$ cat config.mk
export PLATFORM = sky130hd
export DESIGN_NAME = sync_up
export DESIGN_NICKNAME = d
export VERILOG_FILES = /design/src/rtl/sync_up_pkg.sv /design/src/rtl/sync_up_t_ff.sv /design/src/rtl/sync_up.sv
export SDC_FILE = /design/constraint.sdc
export NUM_CORES = 1
export LEC_CHECK = 0
export BUFFER_PORTS_ARGS = -buffer_cell sky130_fd_sc_hd__buf_4
export CORE_AREA = 2 2 39 41
export CTS_BUF_LIST = sky130_fd_sc_hd__clkbuf_16
export CTS_CLUSTER_SIZE = 12
export DETAILED_ROUTE_END_ITERATION = 8
export DIE_AREA = 0 0 41 43
export GPL_TIMING_DRIVEN = 0
export HOLD_SLACK_MARGIN = 0.05
export MAX_ROUTING_LAYER = met4
export PLACE_DENSITY = 0.3
export REMOVE_ABC_BUFFERS = 1
export SLEW_MARGIN = 30
export SYNTH_ARGS = -nofsm -noshare
export SYNTH_HDL_FRONTEND = slang
export SYNTH_HIERARCHICAL = 1
export SYNTH_SLANG_ARGS = --single-unit
export TNS_END_PERCENT = 10
$ cat constraint.sdc
create_clock -name clk -period 1.6 [get_ports clk]
set_input_delay 0.32 -clock clk [delete_from_list [all_inputs] [get_ports clk]]
set_output_delay 0.32 -clock clk [all_outputs]
set_load 0.01 [all_outputs]
$ cat src/rtl/sync_up_pkg.sv
`default_nettype none
// ============================================================================
//  Module   : sync_up_pkg
//  Brief    : Shared constants for the sync_up synchronous up-counter.
//  Revision : 1.0  initial release
// ============================================================================
package sync_up_pkg;

  // Counter width used when the instantiating parent does not override it.
  localparam int DEFAULT_WIDTH = 4;

  // Supported width range for the counter.
  localparam int MIN_WIDTH = 2;
  localparam int MAX_WIDTH = 16;

endpackage : sync_up_pkg
`default_nettype wire

$ cat src/rtl/sync_up_t_ff.sv
`default_nettype none
// ============================================================================
//  Module   : t_ff
//  Brief    : Toggle flip-flop with synchronous active-high clear.
//             q inverts on each rising edge where t is high.
//  Revision : 1.0  initial release
// ============================================================================
module t_ff (
  input  logic clk,
  input  logic rst,
  input  logic t,
  output logic q
);

  logic r_q;

  // Clear has priority; otherwise toggle when enabled, else hold.
  always_ff @(posedge clk) begin
    if (rst) begin
      r_q <= 1'b0;
    end else if (t) begin
      r_q <= ~r_q;
    end
  end

  assign q = r_q;

endmodule : t_ff
`default_nettype wire

$ cat src/rtl/sync_up.sv
`default_nettype none
// ============================================================================
//  Module   : sync_up
//  Brief    : Fully synchronous WIDTH-bit up-counter built from a chain of
//             toggle flip-flops sharing one clock. Bit i toggles when all
//             lower bits are 1; synchronous reset clears every bit.
//  Revision : 1.0  initial release
// ============================================================================
module sync_up
  import sync_up_pkg::*;
#(
  parameter int WIDTH = DEFAULT_WIDTH
) (
  input  logic             clk,
  input  logic             rst,
  output logic [WIDTH-1:0] counter
);

  // Toggle enables (AND chain) and flip-flop outputs.
  logic [WIDTH-1:0] w_t;
  logic [WIDTH-1:0] w_q;

  // Bit 0 toggles on every non-reset edge.
  assign w_t[0] = 1'b1;

  // Carry-style enable chain: bit i toggles only when bits 0..i-1 are all 1.
  generate
    for (genvar gi = 1; gi < WIDTH; gi++) begin : g_chain
      assign w_t[gi] = w_t[gi-1] & w_q[gi-1];
    end
  endgenerate

  // One toggle flip-flop per counter bit, all on the common clock.
  generate
    for (genvar gb = 0; gb < WIDTH; gb++) begin : g_bit
      t_ff u_t_ff (
        .clk (clk),
        .rst (rst),
        .t   (w_t[gb]),
        .q   (w_q[gb])
      );
    end
  endgenerate

  // Output comes straight from the flip-flops.
  assign counter = w_q;

`ifndef SYNTHESIS
  // Marks that at least one reset edge has been seen, so the increment
  // check never runs against the undefined power-up value.
  logic r_armed;

  // Arm the increment check on the first reset edge.
  always_ff @(posedge clk) begin
    if (rst) begin
      r_armed <= 1'b1;
    end
  end

  a_reset_clears : assert property (@(posedge clk) rst |=> (counter == '0));

  a_increments : assert property (@(posedge clk)
      (!rst && (r_armed == 1'b1)) |=> (counter == WIDTH'($past(counter) + 1'b1)));
`endif

endmodule : sync_up
`default_nettype wire

# Word-level counts from Yosys, hierarchy flattened
# Index checks and enable logic that the tools add are counted.
[totals]
inputBits = 2
out_inout_bits = 4
register_bits = 4
[classes]
bitwise_logic = 6
[ops]
columns = ["op", "count"]
rows = [
  ["1-bit inverter", 4],
  ["1-bit bitwise AND", 2],
]

# Longest topological paths before layout
[depth]
word_depth = 2
mapped_depth = 3
depth_no_buf = 3

# By module
# The synthesis kept the hierarchy.
[by_module_without_submodules]
columns = ["mod", "n_inst", "cells_each", "area_each_um2"]
rows = [
  ["t_ff", 4, 3, 32.5],
  ["sync_up", 1, 4, 23.8],
]

# Worst setup path after synthesis
# OpenSTA, ideal clock, no wires.
[synth_path]
path_kind = "register to register"
startpoint = "register g_bit[1].u_t_ff.r_q"
endpoint = "register g_bit[3].u_t_ff.r_q"
n_path_buf = 0
required_time_ns = 1.485
arrival_time_ns = 0.720
path_stages_with_launch = 4
setup_slack_ns = 0.765
cell_sequence = "dfxtp_1 -> and3_1 -> xnor2_1 -> nor2_1"
[synth_via]
elab_chain_len = 2
[synth_lines]
columns = ["item", "line", "rtl"]
rows = [
  ["from (decl)", "sync_up_t_ff.sv:15", "logic r_q;"],
  ["from (signal assigned)", "sync_up_t_ff.sv:22", "r_q <= ~r_q;"],
  ["1-bit bitwise AND (2 in a row)", "sync_up.sv:29", "assign w_t[gi] = w_t[gi-1] & w_q[gi-1];"],
  ["via w_t[3]", "sync_up.sv:20", "logic [WIDTH-1:0] w_t;"],
  ["to (signal assigned)", "sync_up_t_ff.sv:22", ""],
  ["to (decl)", "sync_up_t_ff.sv:15", ""],
]
# The timed path passes the listed nets, and every way through them passes these cells.
# A chain may end at the register's enable or synchronous reset.

# Final worst setup path
[layout_path]
startpoint = "register g_bit[0].u_t_ff.r_q"
endpoint = "output port counter[0]"
[layout_rtl]
columns = ["item", "line", "rtl"]
rows = [
  ["from (decl)", "sync_up_t_ff.sv:15", ""],
  ["from (signal assigned)", "sync_up_t_ff.sv:22", ""],
  ["to (decl)", "sync_up.sv:16", "output logic [WIDTH-1:0] counter"],
]
# No word-level cell between the ends.

==> impl_metrics.tcl <==
set metrics [dict create \
    critPathLaunchType "register" \
    synthDistinctLibCells 7 \
    irDropWorstVdd_uv 644 \
    nFillCells 146 \
    status "completed" \
    diodes 0 \
    skew_ps 1.28 \
    vias 113 \
    num_rows 14 \
    routabilityCongestion 0.506 \
    seq_area_frac_synth_pct 52.0 \
    maxSlewViolCount 0 \
    antenna_found_initial 0 \
    critical_path_buf_inv_count 1 \
    path_max_fanout 5 \
    wl_um 277 \
    fmax_mhz 913 \
    setup_ws_ps 504 \
    hold_path.class "in2reg" \
    maxCapViolCount 0 \
    tns_ps 0 \
    cts-hold-fix-buffers 0 \
    slowest_stage "dfxtp_1" \
    drc 0 \
    p_leak_nw 0.121 \
    drt_iter0_drc 0 \
    crit_type "reg2out" \
    path_cells "buf_4" \
    largest_reg_flops 4 \
    end_kind "primary output" \
    post-place-ws_ps 726 \
    grt_remaining_overflow 0 \
    ios 6 \
    hold_depth 2 \
    root_buffer "clkbuf_16" \
    drtPass1Iterations 1 \
    clockBufferDepth 2 \
    rsz0062_at_grt "false" \
    holdWs_ps 281 \
    post-route-min-period_ps 1100 \
    synth_top_family_by_area "XOR/XNOR gates" \
    synth.yosys.warnings 6 \
    grt_max_degree 6 \
    yosys.area_share.adder_pct 0 \
    ant_nets 0 \
    die_h_um 43 \
    slowest_delay_ps 400 \
    ys_ff_latch 4 \
    dieWidth_um 41 \
    core-area_um2 1380 \
    worst_ep_required_time_ps 1280 \
    placed_cell_area_um2 204 \
    synth_compound_area_share_pct 0 \
    path_depth 1 \
    io_buffers 5 \
    clk_latency_ps 220 \
    hold_viol 0 \
    grt_pass1_wl_um 393 \
    r2r_cells 3 \
    cts_setup_buffers 0 \
    synthXorXnorAreaFrac_pct 22.8 \
    crit_arrival_ps 780 \
    synthSimpleGateAreaFrac_pct 17.9 \
    htreeDepth 1 \
    cts_buffers 3 \
    netlist_area_um2 154 \
    area_growth_syn_to_layout_pct 81.3 \
    cts_tree "done" \
    synthMuxAreaShare_pct 0 \
    finalCritPeriodShare_pct 68.5 \
    ctsResizeCount 0 \
    first_global_vias 99 \
    path_delay_family "flip-flops" \
    synth_cells 16 \
    postLayoutCellArea_um2 279 \
    clock_sinks 4 \
    power.density_nw_per_um2 1910 \
    track_usage_pct 4.42 \
    dieArea_um2 1760 \
    setup_viol 0 \
    routedWlPerCell_um 7.10 \
    clk_pin_slew_ps 30 \
    drive_gt1_share_pct 34.8 \
    synth_area_per_cell_um2 9.62 \
    initial_core_util_pct 11.1 \
    avgViaCountPerCell 2.90 \
    num-nets-final 27 \
]
per-stage QoR:
stage	instances	total power, mW	utilization (%)
finish	39	0.534	20.2
global route	39	0.549	20.2
CTS	39	0.541	20.2
detailed placement	36	0.152	14.7
global placement	36	0.152	14.7
floorplan	15	0.135	-
routing by layer:
layer  vias up  global-route usage, %  share of wire [%]
li1         61                      -                  -
met1        44                   3.85                 45
met2         8                   4.06                 32
met3         0                   7.85                 23
met4         0                   2.00                  0
met5         -                      -                  0
layout by cell type (no fill, tap or decap):
cell type  instances
and2_1             1
nor2_1             4
buf_4              5
dfxtp_1            4
and3_1             1
conb_1             1
xnor2_1            4
clkbuf_16          3
power breakdown:
group / switching [mW] / leakage (nW) / internal, mW
Sequential: 0.00900 / 0.0328 / 0.109
Combinational: 0.0128 / 0.0509 / 0.0204
Clock: 0.0647 / 0.0370 / 0.319
Total: 0.0865 / 0.121 / 0.448
area by class of cell:
class | instances | area, µm² | share of cell area (%)
sequential | 4 | 80.1 | 28.7
timing repair buffer | 5 | 37.5 | 13.5
multi-input combinational | 11 | 66.3 | 23.8
clock buffer | 3 | 75.1 | 26.9
tap | 16 | 20.0 | 7.17
Yosys cell counts:
library cell	number	area share, %
dfxtp_1	4	52
nor2_1	4	9.8
xnor2_1	4	23
and2_1	1	4.1
and3_1	1	4.1
buf_4	1	4.9
conb_1	1	2.4
kinds of logic after synthesis:
| family | Yosys count |
|---|---|
| xor+xnor | 4 |
| buf+inv | 1 |
| flops | 4 |
| other cells | 1 |
| simple gates | 6 |
final timing paths:
| check | start | end | slack [ps] |
|---|---|---|---|
| min | rst | g_bit[2].u_t_ff/q | 280 |
| max | g_bit[0].u_t_ff/q | counter[0] | 500 |
| min reg2reg | g_bit[3].u_t_ff/q | g_bit[3].u_t_ff/q | 540 |
| max reg2reg | g_bit[0].u_t_ff/q | g_bit[3].u_t_ff/q | 720 |
No activity file was read; power rests on OpenSTA's default activity.
